===== config.mk =====
export PLATFORM = sky130hd
export DESIGN_NAME = regfile_access_arbiter
export DESIGN_NICKNAME = d
export VERILOG_FILES = /design/src/rtl/regfile_access_arbiter.sv
export SDC_FILE = /design/constraint.sdc
export NUM_CORES = 1
export LEC_CHECK = 0
export ABC_AREA = 0
export CAP_MARGIN = 20
export CORE_ASPECT_RATIO = 2
export CORE_MARGIN = 10
export CORE_UTILIZATION = 40
export DETAILED_ROUTE_END_ITERATION = 10
export MAX_ROUTING_LAYER = met4
export PLACE_DENSITY = 0.78
export SLEW_MARGIN = 5
export SYNTH_ARGS = -nofsm -noshare
export SYNTH_HDL_FRONTEND = slang
export SYNTH_SLANG_ARGS = --single-unit

===== constraint.sdc =====
create_clock -name sysclk -period 2.4 [get_ports sysclk]
set_clock_uncertainty 0.1 [all_clocks]
set_input_delay 0.36 -clock sysclk [delete_from_list [all_inputs] [get_ports sysclk]]
set_output_delay 0.36 -clock sysclk [all_outputs]
set_load 0.02 [all_outputs]

===== src/rtl/regfile_access_arbiter.sv =====
// Round-robin arbiter serializing two bus masters onto the dmawr register file:
// internal bank (one-cycle read latency) or external section port (ready handshake, timeout).
module regfile_access_arbiter #(
    parameter int                ADDR_W   = 12,
    parameter logic [ADDR_W-1:0] EXT_BASE = 'h800,
    parameter int                TIMEOUT  = 16
) (
    input  logic              sysclk,
    input  logic              sysrst_n,
    input  logic              a_req,
    input  logic              a_wr,
    input  logic [ADDR_W-1:0] a_addr,
    input  logic [3:0]        a_be,
    input  logic [31:0]       a_wdata,
    output logic              a_ack,
    output logic [31:0]       a_rdata,
    output logic              a_err,
    input  logic              b_req,
    input  logic              b_wr,
    input  logic [ADDR_W-1:0] b_addr,
    input  logic [3:0]        b_be,
    input  logic [31:0]       b_wdata,
    output logic              b_ack,
    output logic [31:0]       b_rdata,
    output logic              b_err,
    output logic              reg_read,
    output logic              reg_write,
    output logic [ADDR_W-1:0] reg_addr,
    output logic [3:0]        reg_be,
    output logic [31:0]       reg_wdata,
    input  logic [31:0]       reg_rdata,
    output logic              ext_read,
    output logic              ext_write,
    output logic [ADDR_W-1:0] ext_addr,
    output logic [3:0]        ext_be,
    output logic [31:0]       ext_wdata,
    input  logic [31:0]       ext_rdata,
    input  logic              ext_ready,
    output logic              busy,
    output logic              timeout_evt,
    output logic [2:0]        dbg_state
);

    typedef enum logic [2:0] {
        S_IDLE   = 3'd0,
        S_ISSUE  = 3'd1,
        S_RDWAIT = 3'd2,
        S_EXT    = 3'd3,
        S_ACK    = 3'd4
    } state_t;

    localparam logic [7:0] TO_LAST = 8'(TIMEOUT - 1);

    // Handshake: a master raises x_req with wr/addr/be/wdata stable and holds it
    // until the single-cycle x_ack; rdata/err are valid only in that ack cycle.

    state_t            r_state, w_state_nxt;
    logic              r_last, w_last_nxt;     // 1 = B was granted last
    logic              r_gnt_b, w_gnt_b_nxt;   // owner of the transaction in flight
    logic              r_wr, w_wr_nxt;
    logic [7:0]        r_cnt, w_cnt_nxt;

    logic              r_reg_read, r_reg_write, w_reg_read_nxt, w_reg_write_nxt;
    logic [ADDR_W-1:0] r_reg_addr, w_reg_addr_nxt;
    logic [3:0]        r_reg_be, w_reg_be_nxt;
    logic [31:0]       r_reg_wdata, w_reg_wdata_nxt;
    logic              r_ext_read, r_ext_write, w_ext_read_nxt, w_ext_write_nxt;
    logic [ADDR_W-1:0] r_ext_addr, w_ext_addr_nxt;
    logic [3:0]        r_ext_be, w_ext_be_nxt;
    logic [31:0]       r_ext_wdata, w_ext_wdata_nxt;

    logic              r_a_ack, r_b_ack, r_a_err, r_b_err;
    logic [31:0]       r_a_rdata, r_b_rdata;
    logic              r_busy, r_timeout_evt;

    logic              w_done, w_done_err, w_timeout;
    logic [31:0]       w_done_rdata;

    logic              w_any, w_gnt_b, w_sel_wr, w_sel_ext;
    logic [ADDR_W-1:0] w_sel_addr;
    logic [3:0]        w_sel_be;
    logic [31:0]       w_sel_wdata;

    always_comb begin
        w_any       = a_req || b_req;
        w_gnt_b     = b_req && (!a_req || !r_last);
        w_sel_wr    = w_gnt_b ? b_wr    : a_wr;
        w_sel_addr  = w_gnt_b ? b_addr  : a_addr;
        w_sel_be    = w_gnt_b ? b_be    : a_be;
        w_sel_wdata = w_gnt_b ? b_wdata : a_wdata;
        w_sel_ext   = (w_sel_addr >= EXT_BASE);
    end

    always_comb begin
        w_state_nxt     = r_state;
        w_last_nxt      = r_last;
        w_gnt_b_nxt     = r_gnt_b;
        w_wr_nxt        = r_wr;
        w_cnt_nxt       = r_cnt;
        w_reg_read_nxt  = 1'b0;
        w_reg_write_nxt = 1'b0;
        w_reg_addr_nxt  = r_reg_addr;
        w_reg_be_nxt    = r_reg_be;
        w_reg_wdata_nxt = r_reg_wdata;
        w_ext_read_nxt  = 1'b0;
        w_ext_write_nxt = 1'b0;
        w_ext_addr_nxt  = r_ext_addr;
        w_ext_be_nxt    = r_ext_be;
        w_ext_wdata_nxt = r_ext_wdata;
        w_done          = 1'b0;
        w_done_rdata    = 32'h0;
        w_done_err      = 1'b0;
        w_timeout       = 1'b0;

        case (r_state)
            S_IDLE: begin
                if (w_any) begin
                    w_gnt_b_nxt = w_gnt_b;
                    w_last_nxt  = w_gnt_b;
                    w_wr_nxt    = w_sel_wr;
                    w_cnt_nxt   = 8'd0;
                    if (w_sel_ext) begin
                        w_state_nxt     = S_EXT;
                        w_ext_read_nxt  = !w_sel_wr;
                        w_ext_write_nxt = w_sel_wr;
                        w_ext_addr_nxt  = w_sel_addr;
                        w_ext_be_nxt    = w_sel_be;
                        w_ext_wdata_nxt = w_sel_wdata;
                    end else begin
                        w_state_nxt     = S_ISSUE;
                        w_reg_read_nxt  = !w_sel_wr;
                        w_reg_write_nxt = w_sel_wr;
                        w_reg_addr_nxt  = w_sel_addr;
                        w_reg_be_nxt    = w_sel_be;
                        w_reg_wdata_nxt = w_sel_wdata;
                    end
                end
            end
            S_ISSUE: begin
                if (r_wr) begin
                    w_state_nxt = S_ACK;
                    w_done      = 1'b1;
                end else begin
                    w_state_nxt = S_RDWAIT;
                end
            end
            S_RDWAIT: begin
                w_state_nxt  = S_ACK;
                w_done       = 1'b1;
                w_done_rdata = reg_rdata;
            end
            S_EXT: begin
                // ready wins over a timeout landing in the same cycle
                if (ext_ready) begin
                    w_state_nxt  = S_ACK;
                    w_done       = 1'b1;
                    w_done_rdata = r_wr ? 32'h0 : ext_rdata;
                end else if (r_cnt == TO_LAST) begin
                    w_state_nxt  = S_ACK;
                    w_done       = 1'b1;
                    w_done_rdata = 32'hDEAD_BEEF;
                    w_done_err   = 1'b1;
                    w_timeout    = 1'b1;
                end else begin
                    w_ext_read_nxt  = r_ext_read;
                    w_ext_write_nxt = r_ext_write;
                    w_cnt_nxt       = r_cnt + 8'd1;
                end
            end
            S_ACK: begin
                w_state_nxt = S_IDLE;
            end
            default: begin
                w_state_nxt = S_IDLE;
            end
        endcase
    end

    always_ff @(posedge sysclk or negedge sysrst_n) begin
        if (!sysrst_n) begin
            r_state       <= S_IDLE;
            r_last        <= 1'b1;
            r_gnt_b       <= 1'b0;
            r_wr          <= 1'b0;
            r_cnt         <= 8'd0;
            r_reg_read    <= 1'b0;
            r_reg_write   <= 1'b0;
            r_reg_addr    <= '0;
            r_reg_be      <= 4'h0;
            r_reg_wdata   <= 32'h0;
            r_ext_read    <= 1'b0;
            r_ext_write   <= 1'b0;
            r_ext_addr    <= '0;
            r_ext_be      <= 4'h0;
            r_ext_wdata   <= 32'h0;
            r_a_ack       <= 1'b0;
            r_a_rdata     <= 32'h0;
            r_a_err       <= 1'b0;
            r_b_ack       <= 1'b0;
            r_b_rdata     <= 32'h0;
            r_b_err       <= 1'b0;
            r_busy        <= 1'b0;
            r_timeout_evt <= 1'b0;
        end else begin
            r_state       <= w_state_nxt;
            r_last        <= w_last_nxt;
            r_gnt_b       <= w_gnt_b_nxt;
            r_wr          <= w_wr_nxt;
            r_cnt         <= w_cnt_nxt;
            r_reg_read    <= w_reg_read_nxt;
            r_reg_write   <= w_reg_write_nxt;
            r_reg_addr    <= w_reg_addr_nxt;
            r_reg_be      <= w_reg_be_nxt;
            r_reg_wdata   <= w_reg_wdata_nxt;
            r_ext_read    <= w_ext_read_nxt;
            r_ext_write   <= w_ext_write_nxt;
            r_ext_addr    <= w_ext_addr_nxt;
            r_ext_be      <= w_ext_be_nxt;
            r_ext_wdata   <= w_ext_wdata_nxt;
            r_a_ack       <= w_done && !r_gnt_b;
            r_a_rdata     <= (w_done && !r_gnt_b) ? w_done_rdata : 32'h0;
            r_a_err       <= w_done && !r_gnt_b && w_done_err;
            r_b_ack       <= w_done && r_gnt_b;
            r_b_rdata     <= (w_done && r_gnt_b) ? w_done_rdata : 32'h0;
            r_b_err       <= w_done && r_gnt_b && w_done_err;
            r_busy        <= (w_state_nxt != S_IDLE);
            r_timeout_evt <= w_timeout;
        end
    end

    assign a_ack       = r_a_ack;
    assign a_rdata     = r_a_rdata;
    assign a_err       = r_a_err;
    assign b_ack       = r_b_ack;
    assign b_rdata     = r_b_rdata;
    assign b_err       = r_b_err;
    assign reg_read    = r_reg_read;
    assign reg_write   = r_reg_write;
    assign reg_addr    = r_reg_addr;
    assign reg_be      = r_reg_be;
    assign reg_wdata   = r_reg_wdata;
    assign ext_read    = r_ext_read;
    assign ext_write   = r_ext_write;
    assign ext_addr    = r_ext_addr;
    assign ext_be      = r_ext_be;
    assign ext_wdata   = r_ext_wdata;
    assign busy        = r_busy;
    assign timeout_evt = r_timeout_evt;
    assign dbg_state   = r_state;

endmodule


==> results of run 1 <==
-- kinds of logic (layout without fill, tap and decap cells) --
family / count (synthesis) / count (layout) / share of synthesized area [%]
mux: 144 / 144 / 21.8
flops: 184 / 184 / 61.1
compound gates: 49 / 49 / 5.49
fa+ha+maj: 1 / 1 / 0.166
buf+inv: 32 / 394 / 2.29
simple gates: 112 / 112 / 8.79
xor+xnor: 3 / 3 / 0.348
-- critical path: cells and delay by family (launching register included) --
family	cells	cell delay (ns)
AO/OA/AOI/OAI	1	0.31
flip-flops	1	0.44
AND/OR/NAND/NOR	2	1.21
-- state kept, by name, indices dropped and copies added, names as in the netlist, 3 cells and up --
name and cells:
reg_addr 12, ext_be 4, reg_wdata 32, r_cnt 8
ext_addr 12, reg_be 4, b_rdata 32, ext_wdata 32
a_rdata 32, dbg_state 3
-- layout make-up --
type                    instances  area [um^2]  area share (%)
clock buffers                  18          439            3.67
multi-input cells             309         2800            23.4
inverters                       3         11.3          0.0942
flip-flops and latches        184         4610            38.5
clock inverters                14          163            1.36
repair buffers                359         3670            30.7
well taps                     219          274            2.29
-- power groups by stage --
stage          combinational, mW  sequential, mW  clock (mW)
2_1_floorplan               1.93            5.78           0
3_3_place_gp                6.14            4.64           0
6_report                    6.12            4.62        2.86
3_5_place_dp                6.19            4.68           0
4_1_cts                     6.22            4.63        2.93
5_1_grt                     6.45            4.75        3.06
-- routing by layer --
layer | vias up | routed length [um]
met5 | - | 0
met4 | 0 | 358
met3 | 16 | 2280
met2 | 237 | 13300
met1 | 2800 | 8490
li1 | 2568 | -
-- synthesized netlist by cell type (3+ instances only) --
library cell,number
sky130_fd_sc_hd__a21oi_1,4
sky130_fd_sc_hd__a221o_1,24
sky130_fd_sc_hd__a22oi_1,8
sky130_fd_sc_hd__and2_1,3
sky130_fd_sc_hd__buf_2,12
sky130_fd_sc_hd__buf_6,4
sky130_fd_sc_hd__clkbuf_1,9
sky130_fd_sc_hd__dfrtp_1,183
sky130_fd_sc_hd__inv_1,3
sky130_fd_sc_hd__mux2_1,6
sky130_fd_sc_hd__mux2_2,127
sky130_fd_sc_hd__mux2_4,8
sky130_fd_sc_hd__mux2i_1,3
sky130_fd_sc_hd__nand2_1,10
sky130_fd_sc_hd__nand3_1,7
sky130_fd_sc_hd__nor2_1,24
sky130_fd_sc_hd__nor2b_1,48
sky130_fd_sc_hd__o21ai_0,4
sky130_fd_sc_hd__or4_1,3
sky130_fd_sc_hd__xor2_1,3
-- worst max-delay path by stage --
stage / depth (start not counted) / start / slack, ns / end
2_1_floorplan: 6 / dbg_state[1] / 0.40 / ext_addr[2]
6_report: 3 / r_cnt[4] / 0.21 / busy
3_5_place_dp: 7 / b_req / -0.007 / reg_wdata[17]
4_1_cts: 1 / dbg_state[2] / 0.21 / dbg_state[2]
3_3_place_gp: 7 / b_req / 0.05 / reg_wdata[2]
5_1_grt: 3 / r_cnt[4] / 0.09 / busy
-- timing repair --
item,4_1_cts,5_1_grt
hold buffers,1,0
endpoints found under the hold margin,43,0
gates resized for setup,0,0
-- per-stage QoR --
step	area, um^2	TNS, ns
final	12000	0
after floorplan	7540	0
after detailed placement	11300	-0.00729
after global placement	11300	0
after global routing	12000	0
after CTS	12000	0
==> results.rst, run 1 <==
.. list-table::
   :header-rows: 1

   * - Metric
     - Value
   * - TritonCTS clock tree
     - yes
   * - Number of nets still failing antenna checks after routing
     - 0
   * - Critical-path cell list
     - nor4_1, a21oi_1, or4_1
   * - Drt pass-1 iters
     - 4
   * - Highest-count cells in the layout ignoring fill and taps
     - sky130_fd_sc_hd__clkdlybuf4s50_1, sky130_fd_sc_hd__dfrtp_1, sky130_fd_sc_hd__mux2_2
   * - Post-detailed-routing wire length
     - 24,400 um
   * - Cell Count, Final, Fillers Out
     - 1,106
   * - H-tree depth reported by CTS
     - 4
   * - Crit end category
     - register
   * - Post-synth top area share
     - 60.7%
   * - Post-placement setup slack
     - -0.00729 ns
   * - Most crowded layer after global routing
     - met2
   * - Post-route setup slack
     - 0.211 ns
   * - Reg-to-reg slack, setup
     - 0.21 ns
   * - IO Pins
     - 340
   * - Peak supply drop
     - 0.624 mV
   * - Global-route wire length before repair
     - 37,300 um
   * - Count of warnings emitted by yosys
     - 0
   * - Cell taking the most area after synthesis
     - sky130_fd_sc_hd__dfrtp_1
   * - Core Rows
     - 71
   * - Clock slew at the register clock pins of the worst setup and hold paths
     - 0.07 ns
   * - Number of enable-type register cells in the synthesized netlist
     - 0
   * - Net switching component of the power
     - 4.76 mW
   * - Tcrit/Tclk final
     - 91.2%
   * - Gate count of the mapped netlist
     - 525
   * - Final period demand of the worst path
     - 2.19 ns
   * - RSZ-0062 raised after global routing
     - false
   * - Biggest fanout along the worst timing path
     - 6
   * - Met3 GRT Util
     - 7.65%
   * - Layout Utilization
     - 64.1%
   * - Crit-path max cell delay
     - 0.65 ns
   * - Worst slack on hold paths
     - 0.339 ns
   * - Area of the placeable core
     - 18,700 um^2
   * - GRT Total Usage
     - 20.1%
   * - Final setup vio count
     - 0
   * - Outcome
     - completed
   * - Total congestion overflow
     - 0
   * - Fill cell instance count of the final layout
     - 1,404
   * - Final net count
     - 1,042
   * - Slew at the pin with the worst max-slew slack
     - 0.685 ns
   * - Endpoint of the most critical register-to-register path
     - busy
   * - Clock Latency Late Sink
     - 0.42 ns
   * - Initial Util
     - 40.4%
   * - Met2 GRT Util
     - 35.8%
   * - Clock network fraction of design power
     - 21.0%
   * - Slew Viols, Final
     - 0
   * - Net Sw Frac
     - 35.0%
   * - Library cells used by synthesis
     - 46
   * - Initial antenna violation count
     - 0
   * - Hold Fails Final Rpt
     - 0
   * - Placer's final routability congestion estimate
     - 0.823
   * - Maximum number of pins on one net before global-route repair
     - 60
   * - Path type of the worst min-delay path
     - in -> async
   * - Final total power
     - 13.6 mW
   * - Number of sinks handled by clock tree synthesis
     - 184
   * - FF-to-FF path depth
     - 3
   * - Die Area
     - 25,100 um^2
   * - Most used flip-flop cell after synthesis
     - sky130_fd_sc_hd__dfrtp_1
   * - Mean post-synth cell area
     - 14.4 um^2
   * - Number of global-route vias before repair
     - 6,163
   * - Cell chosen for the clock root
     - sky130_fd_sc_hd__clkbuf_16
   * - Required time at the endpoint of the critical path
     - 2.59 ns
   * - Max Cap Viol
     - 0
   * - Worst EP arrival
     - 2.38 ns
   * - DR vias/cell
     - 5.08
   * - Number of cells after detailed placement
     - 1,073
   * - Layout cell share with drive strength beyond 1
     - 22.4%
   * - Internal portion of total power
     - 8.84 mW
   * - Average routed wire per standard cell
     - 22.1 um
   * - Count of input and output buffers
     - 339
   * - Portion of total power attributed to sequential cells
     - 34.0%
   * - Type of the setup path with the least slack
     - reg -> reg
   * - Cell with the largest stage delay on the worst path
     - sky130_fd_sc_hd__nor4_1
   * - Number of buffers created by CTS
     - 17
   * - Grt met1 use
     - 19.5%
   * - Category of the worst setup path launch point
     - register
   * - Ranking of synthesized cells by area
     - sky130_fd_sc_hd__dfrtp_1, sky130_fd_sc_hd__mux2_2, sky130_fd_sc_hd__nor2b_1
   * - Placed wire-length estimate
     - 19,200 um
   * - Synthesis-to-finish area growth
     - 58.6%
   * - Diode count
     - 0
   * - Number of DRC violations after detailed routing
     - 0
   * - Number of setup buffers added after CTS
     - 0
   * - Number of buffers on the longest clock path
     - 2
   * - Initial DRC count
     - 185
   * - Async SR Flop Fraction
     - 100%
   * - Max-slew headroom at the worst pin
     - 53.9%
   * - Die width
     - 117 um
   * - Netlist area before placement
     - 7540 um^2
   * - Via Count
     - 5,621
   * - Power per cell area
     - 1140 nW/um^2
   * - Most common cell after layout, fill and taps aside
     - sky130_fd_sc_hd__clkdlybuf4s50_1
   * - Max frequency
     - 457 MHz
   * - Syn Nets
     - 693
   * - Share of the yosys chip area belonging to registers
     - 61.1%
   * - Vertical extent of the die
     - 214 um
   * - Part of the power in combinational logic
     - 45.0%
   * - Synth Register Bits
     - 184
   * - Reported leakage power
     - 5.03 nW
   * - Reg-to-Reg Start
     - r_cnt[4]
(Power assumes the default switching activity.)
==> run 2, diff against run 1 <==
--- a/config.mk
+++ b/config.mk
@@ -11,8 +11,8 @@
 export CORE_MARGIN = 10
 export CORE_UTILIZATION = 40
 export DETAILED_ROUTE_END_ITERATION = 10
-export MAX_ROUTING_LAYER = met4
 export PLACE_DENSITY = 0.78
+export RECOVER_POWER = 25
 export SLEW_MARGIN = 5
 export SYNTH_ARGS = -nofsm -noshare
 export SYNTH_HDL_FRONTEND = slang
==> run 2 against run 1 <==
Against the previous run: fmax down 1.2%; flip-flop and latch count unchanged; combinational power about the same; first-iteration DRC count up 4.9%; largest cell class unchanged; largest power group unchanged.
==> results.rst, run 2 (synthesis results as in run 1) <==
.. list-table::
   :header-rows: 1

   * - Metric
     - Value
   * - Cell chosen for the clock root
     - sky130_fd_sc_hd__clkbuf_16
   * - Part of the power in combinational logic
     - 45.0% (about the same)
   * - Slew Viols, Final
     - 0 (unchanged)
   * - Post-placement cell area
     - 11,300 um^2 (unchanged)
   * - Fill cell instance count of the final layout
     - 1,413 (+0.64%)
   * - Core Rows
     - 71 (unchanged)
   * - Slew at the pin with the worst max-slew slack
     - 1.24 ns (+0.555 ns)
   * - FF-to-FF path depth
     - 5 (+2)
   * - Cell Count, Final, Fillers Out
     - 1,106 (unchanged)
   * - Worst slack on hold paths
     - 0.384 ns (+0.0447 ns)
   * - Number of buffers on the longest clock path
     - 2 (unchanged)
   * - Layout Utilization
     - 63.9% (-0.19 points)
   * - Max-slew headroom at the worst pin
     - 17.3% (-37 points)
   * - Worst EP arrival
     - 2.42 ns (+0.04 ns)
   * - Depth of the worst hold-timing path
     - 1
   * - Die Area
     - 25,100 um^2 (unchanged)
   * - Vertical extent of the die
     - 214 um (unchanged)
   * - Multi-input gate area in the final layout
     - 2780 um^2 (-0.40%)
   * - IO Pins
     - 340 (unchanged)
   * - Combined flip-flop and latch cell area
     - 4610 um^2 (unchanged)
   * - Number of sinks handled by clock tree synthesis
     - 184 (unchanged)
   * - Highest-count cells in the layout ignoring fill and taps
     - sky130_fd_sc_hd__clkdlybuf4s50_1, sky130_fd_sc_hd__dfrtp_1, sky130_fd_sc_hd__mux2_2
   * - Cells resized by post-CTS repair
     - 0 (unchanged)
   * - RSZ-0062 raised after global routing
     - false
   * - End point of the most critical hold path
     - ext_addr[11]
   * - Final net count
     - 1,042 (unchanged)
   * - Layout cell share with drive strength beyond 1
     - 22.3% (-0.11 points)
   * - Diode count
     - 0 (unchanged)
   * - Count of input and output buffers
     - 339 (unchanged)
   * - Number of cells after detailed placement
     - 1,073 (unchanged)
   * - Net Sw Frac
     - 35.0% (about the same)
   * - Synthesis-to-finish area growth
     - 58.1%
   * - Crit end category
     - register
   * - Internal portion of total power
     - 8.83 mW (-0.14%)
   * - H-tree depth reported by CTS
     - 4 (unchanged)
   * - Required time at the endpoint of the critical path
     - 2.61 ns (+0.02 ns)
   * - Initial DRC count
     - 194 (+4.9%)
   * - Placed wire-length estimate
     - 19,200 um (unchanged)
   * - Die width
     - 117 um (unchanged)
   * - Via Count
     - 5,621 (unchanged)
   * - Final setup vio count
     - 0 (unchanged)
   * - Max Cap Viol
     - 0 (unchanged)
   * - Initial Util
     - 40.4% (unchanged)
   * - Clock network fraction of design power
     - 21.0% (about the same)
   * - Initial antenna violation count
     - 0 (unchanged)
   * - Area of the placeable core
     - 18,700 um^2 (unchanged)
   * - Reported leakage power
     - 5.02 nW (-0.23%)
   * - Reg-to-reg slack, setup
     - 0.18 ns (-0.03 ns)
   * - Number of nets still failing antenna checks after routing
     - 0 (unchanged)
   * - Max frequency
     - 451 MHz (-1.2%)
   * - Average routed wire per standard cell
     - 22.2 um (+0.34%)
   * - Portion of total power attributed to sequential cells
     - 34.0% (about the same)
   * - Post-detailed-routing wire length
     - 24,500 um (+0.34%)
   * - Drt pass-1 iters
     - 4 (unchanged)
   * - Net switching component of the power
     - 4.75 mW (-0.20%)
   * - Outcome
     - completed
   * - Number of setup buffers added after CTS
     - 0 (unchanged)
   * - Global-route wire length before repair
     - 37,300 um (+0.22%)
   * - DR vias/cell
     - 5.08 (unchanged)
   * - Maximum number of pins on one net before global-route repair
     - 60 (unchanged)
   * - Power per cell area
     - 1140 nW/um^2 (+0.13%)
   * - Category of the worst setup path launch point
     - register
   * - Final period demand of the worst path
     - 2.22 ns (+0.0266 ns)
   * - Endpoint of the most critical register-to-register path
     - ext_wdata[21]
   * - Number of buffers created by CTS
     - 17 (unchanged)
   * - Type of the setup path with the least slack
     - reg -> reg
   * - Clock slew at the register clock pins of the worst setup and hold paths
     - 0.07 ns (about the same)
   * - Hold Fails Final Rpt
     - 0 (unchanged)
   * - TritonCTS clock tree
     - yes
   * - Most common cell after layout, fill and taps aside
     - sky130_fd_sc_hd__clkdlybuf4s50_1
   * - Path type of the worst min-delay path
     - reg -> reg
   * - Biggest fanout along the worst timing path
     - 30 (+24)
   * - Tcrit/Tclk final
     - 92.3% (+1.1 points)
   * - Start point of the worst min-delay path
     - ext_addr[11]
   * - Total congestion overflow
     - 0 (unchanged)
   * - Number of global-route vias before repair
     - 6,138 (-0.41%)
   * - Finished layout cell area
     - 11,900 um^2 (-0.29%)
   * - Clock Latency Late Sink
     - 0.42 ns (about the same)
   * - Number of DRC violations after detailed routing
     - 0 (unchanged)
   * - GRT Total Usage
     - 19.6% (-0.53 points)
   * - Peak supply drop
     - 0.626 mV (+0.34%)
   * - Placer's final routability congestion estimate
     - 0.811 (-1.4%)
   * - Reg-to-Reg Start
     - dbg_state[0]
## run 2: changes by cell type in the layout (fill, tap and decap cells not counted), sizes merged
cell and delta:
buf -1, clkbuf +1
## run 2: through the flow
stage	setup TNS, ns	total power, mW	worst slack, ns
detailed placement	-0.00729	10.9	-0.00729
floorplan	0	7.71	0.402
CTS	0	13.8	0.207
global placement	0	10.8	0.0501
global route	0	14.2	0.0832
finish	0	13.6	0.184
## run 2: power groups by stage
stage          clock (mW)  sequential [mW]  combinational [mW]
4_1_cts              2.93             4.63                6.22
3_3_place_gp            0             4.64                6.14
5_1_grt              3.06             4.74                6.44
6_report             2.85             4.61                6.11
3_5_place_dp            0             4.68                6.19
2_1_floorplan           0             5.78                1.93
## run 2: critical path: stages, from the launching register on
cell	delay (ns)
sky130_fd_sc_hd__dfrtp_1	0.48
sky130_fd_sc_hd__nor3_1	0.51
sky130_fd_sc_hd__o21ai_2	0.17
sky130_fd_sc_hd__nor2_4	0.21
sky130_fd_sc_hd__buf_12	0.22
sky130_fd_sc_hd__mux2_2	0.37
## run 2: final cells by class
cell class,instances,share of cell area (%)
Clock buffer,18,3.68
Clock inverter,14,1.36
Inverter,3,0.0944
Multi-Input combinational cell,309,23.3
Sequential cell,184,38.6
Tap cell,219,2.30
Timing Repair Buffer,359,30.6
## run 2: worst max-delay path by stage
stage / start / end / slack (ns) / cells after the start
after floorplan: dbg_state[1] / ext_addr[2] / 0.40 / 6
after global placement: b_req / reg_wdata[2] / 0.05 / 7
after detailed placement: b_req / reg_wdata[17] / -0.007 / 7
after CTS: dbg_state[2] / dbg_state[2] / 0.21 / 1
after global routing: dbg_state[1] / ext_wdata[21] / 0.08 / 5
final: dbg_state[0] / ext_wdata[21] / 0.18 / 5
## run 2: per-layer routing
metal  GRT usage, %  routed length [um]
met4           5.59                 361
met5              0                   0
met3           7.84                2400
met2           35.7               13300
met1           19.4                8430
## run 2: repair_timing
item / in CTS / in global routing
hold buffers: 1 / 0
endpoints found under the hold margin: 43 / 0
endpoints found under the setup margin: 0 / 0
